$ cat src/rtl/spi_slave_pkg.sv
// Shared constants and state encoding for the 8-lane SPI slave block receiver.
package spi_slave_pkg;

   localparam int BYTES_PER_BLOCK = 16;
   localparam int BLOCK_W         = 128;
   localparam int LANES           = 8;
   localparam int SYNC_STAGES     = 3;

   typedef enum logic [1:0] {
      ST_IDLE    = 2'd0,
      ST_RECEIVE = 2'd1,
      ST_DONE    = 2'd2
   } state_e;

endpackage

$ cat src/rtl/spi_slave_sync.sv
// Parameterized multi-stage synchronizer into the clk domain; exposes the last
// two stages so callers can build edge detectors with matched data latency.
module spi_slave_sync #(
   parameter int               WIDTH     = 1,
   parameter int               STAGES    = 3,
   parameter logic [WIDTH-1:0] RESET_VAL = '0
) (
   input  logic             clk,
   input  logic             resetn,
   input  logic [WIDTH-1:0] d,
   output logic [WIDTH-1:0] q_prev,
   output logic [WIDTH-1:0] q
);

   logic [WIDTH-1:0] stage_q [0:STAGES-1];
   logic [WIDTH-1:0] stage_d [0:STAGES-1];

   always_comb begin
      stage_d[0] = d;
      for (int i = 1; i < STAGES; i++) begin
         stage_d[i] = stage_q[i-1];
      end
   end

   always_ff @(posedge clk or negedge resetn) begin
      if (!resetn) begin
         for (int i = 0; i < STAGES; i++) begin
            stage_q[i] <= RESET_VAL;
         end
      end else begin
         for (int i = 0; i < STAGES; i++) begin
            stage_q[i] <= stage_d[i];
         end
      end
   end

   assign q_prev = stage_q[STAGES-2];
   assign q      = stage_q[STAGES-1];

endmodule

$ cat src/rtl/spi_slave_8lane.sv
// 8-lane SPI slave: assembles 16 bytes per CS frame into a 128-bit block.
// Define SPI_SLAVE_IRQ_EN to build the irq_rx level interrupt; otherwise it is tied low.
module spi_slave_8lane
   import spi_slave_pkg::*;
(
   input  logic               clk,
   input  logic               resetn,
   input  logic               spi_clk_in,
   input  logic               spi_cs_n_in,
   input  logic [LANES-1:0]   spi_data_in,
   output logic [BLOCK_W-1:0] rx_data,
   output logic               rx_valid,
   output logic               rx_busy,
   output logic               irq_rx
);

   logic [1:0]       ctl_s2;
   logic [1:0]       ctl_s3;
   logic [LANES-1:0] data_s2;
   logic [LANES-1:0] data_s3;
   logic             unused_sync;

   // Bit 1 carries CS (idles high), bit 0 the SPI clock (idles low).
   spi_slave_sync #(
      .WIDTH     (2),
      .STAGES    (SYNC_STAGES),
      .RESET_VAL (2'b10)
   ) u_sync_ctl (
      .clk    (clk),
      .resetn (resetn),
      .d      ({spi_cs_n_in, spi_clk_in}),
      .q_prev (ctl_s2),
      .q      (ctl_s3)
   );

   spi_slave_sync #(
      .WIDTH     (LANES),
      .STAGES    (SYNC_STAGES),
      .RESET_VAL ('0)
   ) u_sync_data (
      .clk    (clk),
      .resetn (resetn),
      .d      (spi_data_in),
      .q_prev (data_s2),
      .q      (data_s3)
   );

   assign unused_sync = ^{ctl_s2[1], data_s3};

   logic spi_clk_rising_edge;
   logic cs_n_sync;

   // Data is taken from stage 2, the same stage that flags the clock edge.
   assign spi_clk_rising_edge = ctl_s2[0] & ~ctl_s3[0];
   assign cs_n_sync           = ctl_s3[1];

   state_e             state_q,      state_d;
   logic [3:0]         byte_count_q, byte_count_d;
   logic [BLOCK_W-1:0] buffer_q,     buffer_d;
   logic               load_q,       load_d;
   logic [BLOCK_W-1:0] rx_data_q,    rx_data_d;
   logic               rx_valid_q,   rx_valid_d;

   always_comb begin
      state_d      = state_q;
      byte_count_d = byte_count_q;
      buffer_d     = buffer_q;
      load_d       = 1'b0;
      rx_data_d    = rx_data_q;
      rx_valid_d   = 1'b0;

      case (state_q)
         ST_IDLE: begin
            if (!cs_n_sync) begin
               state_d      = ST_RECEIVE;
               byte_count_d = 4'd0;
               buffer_d     = '0;
            end
         end
         ST_RECEIVE: begin
            // A byte edge wins over CS release so a last byte racing CS still completes.
            if (spi_clk_rising_edge) begin
               buffer_d[{byte_count_q, 3'b000} +: LANES] = data_s2;
               byte_count_d = byte_count_q + 4'd1;
               if (byte_count_q == 4'(BYTES_PER_BLOCK - 1)) begin
                  state_d = ST_DONE;
                  load_d  = 1'b1;
               end
            end else if (cs_n_sync) begin
               state_d      = ST_IDLE;
               byte_count_d = 4'd0;
               buffer_d     = '0;
            end
         end
         ST_DONE: begin
            if (cs_n_sync) begin
               state_d = ST_IDLE;
            end
         end
         default: begin
            state_d = ST_IDLE;
         end
      endcase

      if (load_q) begin
         rx_data_d  = buffer_q;
         rx_valid_d = 1'b1;
      end
   end

   always_ff @(posedge clk or negedge resetn) begin
      if (!resetn) begin
         state_q      <= ST_IDLE;
         byte_count_q <= 4'd0;
         buffer_q     <= '0;
         load_q       <= 1'b0;
         rx_data_q    <= '0;
         rx_valid_q   <= 1'b0;
      end else begin
         state_q      <= state_d;
         byte_count_q <= byte_count_d;
         buffer_q     <= buffer_d;
         load_q       <= load_d;
         rx_data_q    <= rx_data_d;
         rx_valid_q   <= rx_valid_d;
      end
   end

   assign rx_data  = rx_data_q;
   assign rx_valid = rx_valid_q;
   assign rx_busy  = (state_q == ST_RECEIVE);

`ifdef SPI_SLAVE_IRQ_EN
   logic irq_q, irq_d;

   always_comb begin
      irq_d = irq_q;
      if (state_q == ST_IDLE && !cs_n_sync) begin
         irq_d = 1'b0;
      end
      if (load_q) begin
         irq_d = 1'b1;
      end
   end

   always_ff @(posedge clk or negedge resetn) begin
      if (!resetn) begin
         irq_q <= 1'b0;
      end else begin
         irq_q <= irq_d;
      end
   end

   assign irq_rx = irq_q;
`else
   assign irq_rx = 1'b0;
`endif

endmodule

$ cat config.mk
export PLATFORM = sky130hd
export DESIGN_NAME = spi_slave_8lane
export DESIGN_NICKNAME = d
export VERILOG_FILES = /design/src/rtl/spi_slave_pkg.sv /design/src/rtl/spi_slave_sync.sv /design/src/rtl/spi_slave_8lane.sv
export SDC_FILE = /design/constraint.sdc
export NUM_CORES = 1
export LEC_CHECK = 0
export CORE_MARGIN = 1
export CORE_UTILIZATION = 40
export DETAILED_ROUTE_END_ITERATION = 8
export PLACE_DENSITY_LB_ADDON = 0.2
export SYNTH_ARGS = -nofsm -noshare
export SYNTH_HDL_FRONTEND = slang
export SYNTH_HIERARCHICAL = 1
export SYNTH_SLANG_ARGS = --single-unit
export TNS_END_PERCENT = 1
$ cat constraint.sdc
create_clock -name clk -period 4.2 [get_ports clk]
set_clock_uncertainty 0.1 [all_clocks]
set_input_delay 0.42 -clock clk [delete_from_list [all_inputs] [get_ports clk]]
set_output_delay 0.42 -clock clk [all_outputs]
set_load 0.05 [all_outputs]
==> results of run 1 <==
-- through the flow --
stage	setup WS [ns]	util [%]	cell area, sq um	instances
after floorplan	1.86	-	11400	829
after global placement	1.67	47.1	13200	1302
after detailed placement	1.58	47.1	13200	1302
after CTS	1.52	50.8	14200	1355
after global routing	1.34	50.8	14200	1355
final	1.51	50.8	14200	1355
-- metal layers --
layer | routed length [um] | global-route usage, % | vias to the layer above | part of all wire [%]
li1 | - | - | 3218 | -
met1 | 12900 | 27.9 | 3585 | 48
met2 | 12300 | 29.2 | 177 | 46
met3 | 1130 | 2.45 | 38 | 4.2
met4 | 527 | 4.35 | 0 | 2.0
met5 | 0 | 0 | - | 0
-- registers in the layout (all words and copies together), names as in the netlist --
name                 cells
rx_valid                 1
u_sync_ctl/q             2
u_sync_ctl/stage_d       2
u_sync_data/stage_d      8
rx_data                128
load_q                   1
buffer_q               128
u_sync_data/q_prev       8
state_q                  2
byte_count_q             4
u_sync_ctl/q_prev        2
-- where the power goes --
part / internal (mW) / switching, mW / total, mW / leakage (nW)
sequential: 2.77 / 0.0296 / 2.80 / 3.93
clock: 1.64 / 1.07 / 2.71 / 0.510
combinational: 0.0555 / 0.172 / 0.228 / 2.41
-- critical path: cells and delay by family (launching register included) --
kind	cells	cell delay, ns
buffers and inverters	1	0.84
flip-flops	1	0.55
AND/OR/NAND/NOR	1	0.22
-- area by class of cell --
class / count / area (sq um)
sequential: 286 / 7170
fill: 2423 / 13700
clock inverter: 4 / 53.8
clock buffer: 48 / 980
multi-input combinational: 457 / 3880
inverter: 29 / 109
tap: 378 / 473
timing repair buffer: 153 / 1530
-- placed cells by master (no fill, tap or decap), types with 3 or more instances in the layout --
cell / n
sky130_fd_sc_hd__o21ai_0: 99
sky130_fd_sc_hd__mux2_2: 128
sky130_fd_sc_hd__dfrtp_1: 281
sky130_fd_sc_hd__inv_1: 29
sky130_fd_sc_hd__nand4_1: 4
sky130_fd_sc_hd__dfstp_2: 3
sky130_fd_sc_hd__clkdlybuf4s50_1: 140
sky130_fd_sc_hd__ha_1: 4
sky130_fd_sc_hd__nor2_1: 8
sky130_fd_sc_hd__nand3_2: 6
sky130_fd_sc_hd__nand2_1: 31
sky130_fd_sc_hd__mux2i_1: 88
sky130_fd_sc_hd__nand3_1: 4
sky130_fd_sc_hd__clkbuf_8: 14
sky130_fd_sc_hd__nand2b_1: 3
sky130_fd_sc_hd__nor2b_1: 3
sky130_fd_sc_hd__buf_4: 9
sky130_fd_sc_hd__o22ai_1: 24
sky130_fd_sc_hd__a32o_1: 16
sky130_fd_sc_hd__clkbuf_1: 3
sky130_fd_sc_hd__clkbuf_16: 31
-- worst max-delay path by stage --
stage | to | slack, ns | cells after the start
after floorplan | buffer_q[10]$_DFFE_PN0P_ | 1.86 | 7
after global placement | buffer_q[9]$_DFFE_PN0P_ | 1.67 | 6
after detailed placement | buffer_q[9]$_DFFE_PN0P_ | 1.58 | 6
after CTS | rx_busy | 1.52 | 2
after global routing | buffer_q[45]$_DFFE_PN0P_ | 1.34 | 6
final | rx_busy | 1.51 | 2
==> qor.tcl, run 1 <==
set qor(cts-root-buf) {sky130_fd_sc_hd__clkbuf_16}
set qor(synth_cells) 829
set qor(timing_worst_slew_pin_value_ns) 1.01
set qor(core_region_area_sq_mm) 0.0279
set qor(arrival_ns) 2.17
set qor(r2r_cells) 6
set qor(nature_of_the_critical_path_startpoint) {register}
set qor(num_vias) 7018
set qor(die_w_um) 171
set qor(worst-endpoint-required_ns) 3.68
set qor(track_usage_pct) 18.8
set qor(timing.final.crit_share_pct) 64.0
set qor(postCtsSetupRepairBufs) 0
set qor(report.final.hold_viol_count) 0
set qor(min_period_ns) 2.69
set qor(io_pins) 143
set qor(detail_route.drc_violations) 0
set qor(grt_antenna_before_repair) 0
set qor(rows) 61
set qor(timing.critical_path.to_type) {output port}
set qor(slew_viol_final) 0
set qor(h_tree_lvl_count) 1
set qor(cts_buffer_depth) 3
set qor(timing.max_slew.rel_slack_pct) 32.7
set qor(cts_tree) {built}
set qor(final_net_count) 973
set qor(antenna_violating_nets_post_route) 0
set qor(drt_pre_antenna_iters) 5
set qor(r2r_setup_slack_ns) 1.52
set qor(cp_slowest_cell) {sky130_fd_sc_hd__clkdlybuf4s50_1}
set qor(timing.hold.worst_path_depth) 1
set qor(die_area_sq_mm) 0.0292
set qor(total_power_mw) 5.74
set qor(dpl.hpwl_um) 16700
set qor(die_height_um) 171
set qor(timing.setup.critical_path_class) {reg2out}
set qor(avgRoutedWirePerCell_um) 19.8
set qor(worstHoldEndpoint) {u_sync_ctl/stage_d[3]$_DFF_PN1_}
set qor(post_cts_hold_buffer_count) 1
set qor(power_per_cell_area_mw_per_mm2) 404
set qor(hold_wc_path_type) {in2reg}
set qor(setup_viol) 0
set qor(grt_max_degree) 133
set qor(grt_overflow_total) 0
set qor(globalplace.congestion) 0.839
set qor(timing.rr.start) {byte_count_q[0]$_DFFE_PN0P_}
set qor(hp-start) {spi_cs_n_in}
set qor(max_freq_mhz) 372
set qor(layout-area-overhead-vs-synth_pct) 24.4
set qor(detailedRoute.firstIterationViolations) 447
set qor(antenna_cells) 0
set qor(synthesis.area_sq_mm) 0.0114
set qor(run_status) {finished, final reports clean}
set qor(startpoint) {state_q[1]$_DFFE_PN0P_}
set qor(grt_setup_unrepaired) {no}
set qor(cts.sinks) 286
set qor(avgViaCountPerCell) 5.18
set qor(placement.io_buffers) 141
set qor(yosysWarnings) 6
set qor(tns_ns) 0
set qor(routed_wl_um) 26800
set qor(post_synth.cell_area_avg_sq_um) 13.8
set qor(p_leak_nw) 6.86
set qor(hold-worst-slack_ns) 0.195
set qor(global_route_wire_length_before_repair_um) 42000
set qor(r2r-end) {buffer_q[10]$_DFFE_PN0P_}
set qor(critical_path.cell_chain) {nor2b_1 -> clkdlybuf4s50_1}
set qor(cts.reportedPaths.clkPinSlew_ns) 0.06
set qor(grt_pass1_vias) 7053
set qor(irDropWorstVdd_v) 0.000332
set qor(drive_above_1_share_pct) 22.1
set qor(numCtsBuffers) 30
set qor(start_util_pct) 40.8
set qor(mappedNetlistNets) 845
set qor(cts.repair.resized) 0
set qor(worst-path-max-fanout) 22
set qor(insertion_delay_ns) 0.55
set qor(cp_peak_stage_delay_ns) 0.84
set qor(max-cap-violations) 0
(Power assumes the default switching activity.)
==> run 2: changes to the inputs <==
==> constraint.sdc (replaced) <==
create_clock -name clk -period 2.6 [get_ports clk]
set_clock_uncertainty 0.1 [all_clocks]
set_input_delay 0.26 -clock clk [delete_from_list [all_inputs] [get_ports clk]]
set_output_delay 0.26 -clock clk [all_outputs]
set_load 0.05 [all_outputs]
==> qor.tcl, run 2 (same netlist as run 1, synthesis figures left out) <==
set qor(startpoint) {state_q[0]$_DFFE_PN0P_}
set qor(grt_overflow_total) 0 ;# unchanged
set qor(min_period_ns) 2.43
set qor(tns_ns) 0 ;# unchanged
set qor(core_region_area_sq_mm) 0.0279 ;# unchanged
set qor(arrival_ns) 2.07 ;# -0.10 ns
set qor(grt_max_degree) 68 ;# -49%
set qor(timing.max_slew.rel_slack_pct) 55.1 ;# +22 points
set qor(hold_wc_path_type) {in2reg}
set qor(report.final.hold_viol_count) 0 ;# unchanged
set qor(dp_slack_ns) 0.259 ;# -1.32 ns
set qor(layout_utilization_pct) 51.6 ;# +0.80 points
set qor(drive_above_1_share_pct) 23.8 ;# +1.7 points
set qor(p_leak_nw) 6.98 ;# +1.8%
set qor(nature_of_the_critical_path_startpoint) {register}
set qor(cp_peak_stage_delay_ns) 0.84 ;# about the same
set qor(detail_route.drc_violations) 0 ;# unchanged
set qor(cts-root-buf) {sky130_fd_sc_hd__clkbuf_16}
set qor(layout_commonest_cell) {sky130_fd_sc_hd__dfrtp_1}
set qor(grt_setup_unrepaired) {no}
set qor(timing.hold.worst_path_depth) 1 ;# unchanged
set qor(timing.final.crit_share_pct) 93.6
set qor(worstHoldEndpoint) {u_sync_ctl/stage_d[3]$_DFF_PN1_}
set qor(detailedRoute.firstIterationViolations) 467 ;# +4.5%
set qor(r2r_setup_slack_ns) 0.25 ;# -1.27 ns
set qor(max_freq_mhz) 411
set qor(start_util_pct) 40.8 ;# unchanged
set qor(cp_num_buf_inv) 1 ;# unchanged
set qor(die_height_um) 171 ;# unchanged
set qor(rows) 61 ;# unchanged
set qor(final.setup.worst_slack_ns) 0.166 ;# -1.35 ns
set qor(final_cell_mix) {281 x sky130_fd_sc_hd__dfrtp_1, 140 x sky130_fd_sc_hd__clkdlybuf4s50_1, 128 x sky130_fd_sc_hd__mux2_2}
set qor(num_vias) 7161 ;# +2.0%
set qor(power_per_cell_area_mw_per_mm2) 641 ;# +58%
set qor(postCtsSetupRepairBufs) 0 ;# unchanged
set qor(track_usage_pct) 19.1 ;# +0.34 points
set qor(placement.io_buffers) 141 ;# unchanged
set qor(final_net_count) 997 ;# +2.5%
set qor(timing.rr.start) {byte_count_q[0]$_DFFE_PN0P_}
set qor(dpl.hpwl_um) 17200 ;# +2.4%
set qor(critical_path.cell_chain) {nor2b_1 -> clkdlybuf4s50_1}
set qor(cp_slowest_cell) {sky130_fd_sc_hd__clkdlybuf4s50_1}
set qor(die_area_sq_mm) 0.0292 ;# unchanged
set qor(hold-worst-slack_ns) 0.0277 ;# -0.168 ns
set qor(cts_tree) {built}
set qor(r2r_cells) 7 ;# +1
set qor(insertion_delay_ns) 0.55 ;# about the same
set qor(avgRoutedWirePerCell_um) 19.5 ;# -1.6%
set qor(timing.critical_path.to_type) {output port}
set qor(grt_pass1_vias) 7274 ;# +3.1%
set qor(cts_buffer_depth) 3 ;# unchanged
set qor(path_delay_family) {buffers and inverters}
set qor(h_tree_lvl_count) 1 ;# unchanged
set qor(r2r-end) {buffer_q[9]$_DFFE_PN0P_}
set qor(run_status) {finished, final reports clean}
set qor(setup_viol) 0 ;# unchanged
set qor(globalplace.congestion) 0.876 ;# +4.4%
set qor(irDropWorstVdd_v) 0.000338 ;# +1.9%
set qor(global_route_wire_length_before_repair_um) 42800 ;# +2.0%
set qor(layout-area-overhead-vs-synth_pct) 26.4
set qor(die_w_um) 171 ;# unchanged
set qor(max-cap-violations) 0 ;# unchanged
set qor(avgViaCountPerCell) 5.18 ;# about the same
set qor(worst-path-max-fanout) 9 ;# -59%
set qor(timing_worst_slew_pin_value_ns) 0.672 ;# -0.337 ns
set qor(io_pins) 143 ;# unchanged
set qor(grt_antenna_before_repair) 0 ;# unchanged
set qor(drt_pre_antenna_iters) 4 ;# -1
set qor(numCtsBuffers) 30 ;# unchanged
set qor(antenna_cells) 0 ;# unchanged
set qor(worst-endpoint-required_ns) 2.24 ;# -1.44 ns
set qor(cts.reportedPaths.clkPinSlew_ns) 0.06 ;# about the same
set qor(total_power_mw) 9.24 ;# +61%
set qor(hp-start) {spi_cs_n_in}
set qor(slew_viol_final) 0 ;# unchanged
set qor(cts.sinks) 286 ;# unchanged
set qor(routed_wl_um) 26900 ;# +0.32%
set qor(antenna_violating_nets_post_route) 0 ;# unchanged
set qor(timing.setup.critical_path_class) {reg2out}
run 2: changes by cell type in the layout (fill, tap and decap cells not counted):
| cell | before | now |
|---|---|---|
| sky130_fd_sc_hd__buf_12 | 2 | 7 |
| sky130_fd_sc_hd__buf_4 | 9 | 28 |
| sky130_fd_sc_hd__clkbuf_1 | 3 | 7 |
| sky130_fd_sc_hd__clkbuf_8 | 14 | 11 |
| sky130_fd_sc_hd__clkinv_2 | 1 | 3 |
| sky130_fd_sc_hd__clkinvlp_4 | 1 | 2 |
| sky130_fd_sc_hd__inv_8 | 1 | 0 |
run 2: worst max path at each step:
stage | end | slack [ns] | cells past startpoint
global route | buffer_q[10]$_DFFE_PN0P_ | 0.002 | 7
floorplan | buffer_q[10]$_DFFE_PN0P_ | 0.26 | 7
detailed placement | buffer_q[15]$_DFFE_PN0P_ | 0.26 | 6
CTS | rx_busy | 0.13 | 2
finish | rx_busy | 0.17 | 2
global placement | buffer_q[13]$_DFFE_PN0P_ | 0.31 | 6
run 2: per-stage QoR:
step / cells / area, sq um
3_5_place_dp: 1326 / 13400
3_3_place_gp: 1326 / 13400
4_1_cts: 1382 / 14400
2_1_floorplan: 829 / 11400
6_report: 1382 / 14400
5_1_grt: 1382 / 14400
run 2: per-layer routing:
| layer | global-route usage [%] | part of all wire (%) | routed length (um) | vias up |
|---|---|---|---|---|
| li1 | - | - | - | 3273 |
| met1 | 28.9 | 49 | 13100 | 3681 |
| met2 | 28.5 | 44 | 11900 | 161 |
| met3 | 3.05 | 4.6 | 1230 | 46 |
| met4 | 4.97 | 2.3 | 625 | 0 |
| met5 | 0 | 0 | 0 | - |
run 2: repair_timing:
| item | 4_1_cts | 5_1_grt |
|---|---|---|
| hold buffers | 1 | 0 |
| hold endpoints to repair | 62 | 0 |
| gates resized for setup | 0 | 0 |
| endpoints found under the setup margin | 0 | 0 |
run 2: power breakdown:
part           total [mW]  switching, mW  internal, mW
Sequential           4.51         0.0246          4.48
Clock                4.31           1.72          2.58
Combinational       0.427          0.308         0.119
Total                9.24           2.05          7.18
run 2: layout make-up:
class,count,area [sq um]
Timing Repair Buffer,177,1780
Fill cell,2505,13500
Inverter,29,109
Sequential cell,286,7170
Clock inverter,6,60.1
Tap cell,378,473
Clock buffer,49,953
Multi-Input combinational cell,457,3880
run 2: worst reg2reg max path: stages, from the launching register on:
cell	delay [ns]
sky130_fd_sc_hd__dfrtp_1	0.52
sky130_fd_sc_hd__inv_1	0.10
sky130_fd_sc_hd__ha_1	0.30
sky130_fd_sc_hd__xnor2_2	0.28
sky130_fd_sc_hd__nand2_1	0.14
sky130_fd_sc_hd__buf_4	0.17
sky130_fd_sc_hd__nor4_4	0.46
sky130_fd_sc_hd__a32o_1	0.20
